==> src/rtl/gray_pkg.sv <==
// Shared Gray-code helpers for the counter and the future async FIFO pointer logic.
package gray_pkg;

  localparam int GRAY_WIDTH_MAX = 16;

  function automatic logic [GRAY_WIDTH_MAX-1:0] bin2gray(input logic [GRAY_WIDTH_MAX-1:0] b);
    return b ^ (b >> 1);
  endfunction

endpackage

==> src/rtl/gray_to_bin.sv <==
// Combinational Gray-to-binary decode: each binary bit is the XOR of all Gray bits at or above it.
module gray_to_bin #(
  parameter int WIDTH = 4
) (
  input  logic [WIDTH-1:0] i_gray,
  output logic [WIDTH-1:0] o_bin
);

  for (genvar i = 0; i < WIDTH; i++) begin : g_bit
    assign o_bin[i] = ^(i_gray >> i);
  end

endmodule

==> src/rtl/gray_counter_n.sv <==
// Up/down Gray-code counter with synchronous load and a one-cycle wrap pulse.
// There is no handshake: gray/bin/wrap are registered and valid every cycle, one cycle after the controls are sampled.
module gray_counter_n
  import gray_pkg::*;
#(
  parameter int WIDTH = 4
) (
  input  logic             clk,
  input  logic             rst,
  input  logic             en,
  input  logic             up,
  input  logic             load,
  input  logic [WIDTH-1:0] load_gray,
  output logic [WIDTH-1:0] gray,
  output logic [WIDTH-1:0] bin,
  output logic             wrap
);

  if (WIDTH < 2 || WIDTH > GRAY_WIDTH_MAX) begin : g_width_check
    $error("gray_counter_n: WIDTH out of range 2..16");
  end

  logic [WIDTH-1:0] bin_q;
  logic [WIDTH-1:0] gray_q;
  logic             wrap_q;

  logic [WIDTH-1:0] w_load_bin;
  logic [WIDTH-1:0] w_bin_next;
  logic [WIDTH-1:0] w_gray_next;
  logic             w_wrap_next;

  gray_to_bin #(.WIDTH(WIDTH)) u_load_decode (
    .i_gray (load_gray),
    .o_bin  (w_load_bin)
  );

  // Gray is always re-encoded from the next binary value, so it can never drift from bin.
  always_comb begin
    w_bin_next  = bin_q;
    w_wrap_next = 1'b0;
    if (load) begin
      w_bin_next = w_load_bin;
    end else if (en) begin
      if (up) begin
        w_bin_next  = bin_q + WIDTH'(1);
        w_wrap_next = &bin_q;
      end else begin
        w_bin_next  = bin_q - WIDTH'(1);
        w_wrap_next = ~|bin_q;
      end
    end
    w_gray_next = load ? load_gray : WIDTH'(bin2gray(GRAY_WIDTH_MAX'(w_bin_next)));
  end

  always_ff @(posedge clk or posedge rst) begin
    if (rst) begin
      bin_q  <= '0;
      gray_q <= '0;
      wrap_q <= 1'b0;
    end else begin
      bin_q  <= w_bin_next;
      gray_q <= w_gray_next;
      wrap_q <= w_wrap_next;
    end
  end

  assign gray = gray_q;
  assign bin  = bin_q;
  assign wrap = wrap_q;

endmodule

==> config.mk <==
export PLATFORM = sky130hd
export DESIGN_NAME = gray_counter_n
export DESIGN_NICKNAME = d
export VERILOG_FILES = /design/src/rtl/gray_pkg.sv /design/src/rtl/gray_to_bin.sv /design/src/rtl/gray_counter_n.sv
export SDC_FILE = /design/constraint.sdc
export NUM_CORES = 1
export LEC_CHECK = 0
export BUFFER_PORTS_ARGS = -buffer_cell sky130_fd_sc_hd__buf_4
export CAP_MARGIN = 20
export CORE_AREA = 4 4 41 43
export CTS_CLUSTER_DIAMETER = 60
export DETAILED_ROUTE_END_ITERATION = 12
export DIE_AREA = 0 0 45 47
export GPL_TIMING_DRIVEN = 0
export PLACE_DENSITY = 0.76
export SETUP_SLACK_MARGIN = 0.05
export SLEW_MARGIN = 5
export SYNTH_ARGS = -nofsm -noshare
export SYNTH_HDL_FRONTEND = slang
export SYNTH_SLANG_ARGS = --single-unit
==> constraint.sdc <==
create_clock -name clk -period 5.2 [get_ports clk]
set_input_delay 0.78 -clock clk [delete_from_list [all_inputs] [get_ports clk]]
set_output_delay 0.78 -clock clk [all_outputs]
set_load 0.02 [all_outputs]
## Yosys cells after proc, flatten, opt, wreduce, memory -nomap -nowiden

Index checks and enable logic that the tools add are counted.

| cells by class | value |
|---|---|
| $add $sub $neg | 2 |
| multiply operators | 0 |
| div/mod/pow operators | 0 |
| order comparisons | 0 |
| eq/ne operators | 0 |
| shift operators | 0 |
| multiplexer cells | 7 |
| bitwise logic cells | 1 |
| reduce and logical (&&, ||, !) cells | 7 |

Operator list:

| operator | number |
|---|---|
| 2-to-1 mux 4 bit | 4 |
| XOR reduction 4 bit | 4 |
| adder 4 x 1 -> 4 bit (second input constant) | 1 |
| AND reduction 4 bit | 1 |
| OR reduction 4 bit | 1 |
| subtractor 4 x 1 -> 4 bit (second input constant) | 1 |
| bitwise XOR 4 x 3 -> 4 bit | 1 |
| 2-to-1 mux 1 bit | 3 |
| logical NOT 1 bit | 1 |

| word-level totals | value |
|---|---|
| register bits | 9 |
| bits in latches | 0 |
| bits in writable memories | 0 |
| ROM bits | 0 |
| bits of input ports | 9 |
| output and inout bits | 9 |
| word-level logic and storage cells | 20 |
| memories | 0 |

## Longest topological paths before layout

| depth | value |
|---|---|
| word-level depth | 6 |
| mapped depth | 7 |
| gate-level depth less buffers | 7 |

## Hierarchy

A second synthesis with hierarchy kept.

| second synthesis, totals | value |
|---|---|
| cells, all modules | 58 |
| area, all modules | 588.1 sq um |

By module, submodules not included:

| module | instances | cells each | area an instance (sq um) | seq. area each (sq um) |
|---|---|---|---|---|
| gray_counter_n | 1 | 53 | 538.0 | 225.2 |
| gray_to_bin | 1 | 5 | 50.0 | 0.0 |

## Worst setup path before layout

OpenSTA, ideal clock, no wires.

| path | value |
|---|---|
| kind | input-to-reg |
| from | input port up |
| to | register gray_q[2] (netlist: gray[2]) |
| setup time | 0.125 ns |
| arrival time | 2.170 ns |
| data required time | 5.075 ns |
| slack | 2.905 ns |
| cell stages on the path | 7 |
| buffers on the path | 0 |
| cell sequence | inv_1 > ha_1 > and3_4 > or3_1 > a21oi_2 > xnor2_1 > mux2_2 |

| on the way | value |
|---|---|
| longest elaborated chain between the ends | 5 |

Ends and longest elaborated chain:

| item | RTL line | RTL |
|---|---|---|
| start: declaration | gray_counter_n.sv:11 | `input logic up,` |
| 2-to-1 mux 4 bit | gray_counter_n.sv:44 | `if (up) begin` |
| 2-to-1 mux 4 bit | gray_counter_n.sv:43 | `end else if (en) begin` |
| 2-to-1 mux 4 bit | gray_counter_n.sv:41 | `if (load) begin` |
| bitwise XOR 4 x 3 -> 4 bit | gray_pkg.sv:7 | `return b ^ (b >> 1);` |
| 2-to-1 mux 4 bit | gray_counter_n.sv:52 | `w_gray_next = load ? load_gray : WIDTH'(bin2gray(GRAY_WIDTH_MAX'(w_bin_next)));` |
| named net w_gray_next[2] | gray_counter_n.sv:29 | `logic [WIDTH-1:0] w_gray_next;` |
| end signal: assignment | gray_counter_n.sv:62 | `gray_q <= w_gray_next;` |
| end: declaration | gray_counter_n.sv:24 | `logic [WIDTH-1:0] gray_q;` |

The timed path passes the listed nets, and every way through them passes these cells.

## Worst setup path in the final report

Same ends and word-level chain as after synthesis.

==> out/results.txt <==
outcome = completed
global-route wire length before repair = 1760 um
Synth Flop Type = dfrtp_1
Final Skew = 0.00588 ns
largest net degree at the start of global routing = 11
Synth Cell Area = 526 sq um
port bufs = 16
setup tns final = 0 ns
max cap viols = 0
Max Freq = 0.436 GHz
Hold Buf Count CTS = 0
Synth Area per Inst = 9.55 sq um
CP startpoint kind = input pin
area delta synth->final = 30.7%
Starting DRT DRC Count = 6
Core ar. = 0.00130 sq mm
Overflow after GRT = 0
Final Instance Area = 687 sq um
dpl cell area = 664 sq um
nets = 88
setup violators final = 0
FF+latch area = 200 sq um
flop and latch count out of synthesis = 8
final number of hold-violating endpoints = 0
CP Class = in2reg
gr usage total = 11.5%
CP endpoint kind = register
Req. time, crit path = 5.33 ns
RSZ-0062 raised after global routing = false
Inserted Diodes = 0
setup repair bufs after CTS = 0
Worst-path clk slew = 0.06 ns
pre-CTS WS = 2.65 ns
CTS tree = yes
ANT nets after route = 0
Synthesis Warnings = 0
PostCTS Resize Cnt = 0
leakage = 0.342 nW
Tightest Pin Transition = 0.423 ns
clock root cell = clkbuf_4
Hold WC Path Type = in2async
Max FO, Critical Path = 6
layout cells sized above 1 = 31.1%
Inst Count DP = 86
final WL = 1050 um
H-tree Lvls = 1
Mapped Nets = 67
Yosys cell types = 21
chip height = 47 um
die area = 0.00212 sq mm
FFs w/ async S/R, synth = 100%
Layout Cells excl Fill = 89
WL per Instance = 11.8 um
Seq/Total Area, Yosys = 38.1%
initial core utilization = 40.4%
RePlAce Congestion = 0.695
CTS buffer count = 3
final worst slack = 2.91 ns
DIE WIDTH = 45 um
footprint of the multi-input gates = 288 sq um
arrival time at the worst endpoint = 2.43 ns
Pre-antenna DRT Iters = 2
Post-synth EDFFs = 0
clk buf depth = 2
Fillers = 131
clk_lat worst skew = 0.25 ns
smallest hold slack = 0.476 ns
final slew viol count = 0
initial antenna violation count = 0
row cnt = 13
pwr dens = 430 mW/mm^2
via count = 441
Max-slew headroom = 71.8%
Syn Inst Count = 55
DR vias/cell = 4.96
DP HPWL = 871 um
# DRC = 0
clock net sink count = 8
Ports = 18
VDD IR-drop max = 197 uV
Final Cycle Share = 44.1%
vias in the first global route = 446
min Tclk post-route = 2.29 ns
-- critical path, cell delays in order --
cell and delay (ns):
buf_4 0.12, inv_1 0.06, ha_1 0.34, and3_4 0.19, or3_1 0.35, a21oi_2 0.22
xnor2_1 0.11, mux2_2 0.27
-- synth_stat cells (all sizes together) (2+ instances only) --
cell / n / share of area, %
xor2: 4 / 6.7
dfrtp: 8 / 38
inv: 6 / 4.3
ha: 2 / 4.8
xnor2: 6 / 10
nor2: 3 / 2.1
mux2i: 3 / 5.7
nand2: 3 / 2.1
o21ai: 4 / 3.8
a21oi: 5 / 5.5
clkbuf: 2 / 1.4
-- metal layers --
metal / GRT usage [%] / part of all wire, %
met3: 2.68 / 7.7
met1: 12.1 / 38
met5: 0 / 0
met2: 22.3 / 54
met4: 3.51 / 0
-- placed cells by master (no fill, tap or decap), drive strengths merged --
master,synthesis,routed
and3,1,1
nor2,3,3
mux2i,3,3
clkbuf,2,5
buf,1,17
a21oi,5,5
fa,1,1
nor3,1,1
inv,6,6
nand2,3,3
xor2,4,4
o21ai,4,4
nor4,1,1
or3,1,1
nand4,1,1
xnor2,6,6
dfrtp,8,8
mux2,1,1
a21o,1,1
ha,2,2
-- kinds of logic (layout without fill, tap and decap cells) --
group                    count (synthesis)  after routing  share of synthesized area (%)
flip-flops                               8              8                           38.1
buffers and inverters                    9             28                           7.14
adder cells (fa/ha/maj)                  3              3                           8.57
AND/OR/NAND/NOR                         11             11                           11.0
XOR/XNOR                                10             10                           16.7
multiplexers                             4              4                           7.86
AO/OA/AOI/OAI                           10             10                           10.7
-- registers in the layout (all words and copies together), names as in the netlist --
signal,flops
wrap,1
gray,3
bin,4
-- power breakdown --
group	total, W	internal, W	switching [W]
Clock	0.0000480	0.0000265	0.0000216
Sequential	0.0000930	0.0000793	0.0000137
Combinational	0.000154	0.0000741	0.0000803
-- stage by stage --
stage | total power (W) | util, %
2_1_floorplan | 0.000198 | -
3_3_place_gp | 0.000245 | 51.1
3_5_place_dp | 0.000250 | 51.1
4_1_cts | 0.000299 | 52.8
5_1_grt | 0.000317 | 52.8
6_report | 0.000295 | 52.8
-- cell type report --
class	instances	area share (%)
Buffer	3	2.19
Multi-Input combinational cell	38	41.9
Inverter	6	3.28
Sequential cell	8	29.1
Clock buffer	3	3.28
Tap cell	15	2.73
Timing Repair Buffer	16	17.5
-- path summary, 6_finish.rpt --
path / end / cells past startpoint / from / slack, ns
min in group clk: wrap / 3 / bin[1] / 0.69
max: gray[2] / 8 / up / 2.91
max reg2reg: gray[2] / 7 / bin[0] / 3.08
max in group asynchronous: bin[0] / 2 / rst / 4.48
min: wrap / 2 / rst / 0.48
min reg2reg: wrap / 3 / bin[1] / 0.69
Note: power is estimated with default switching activity, not from simulation.
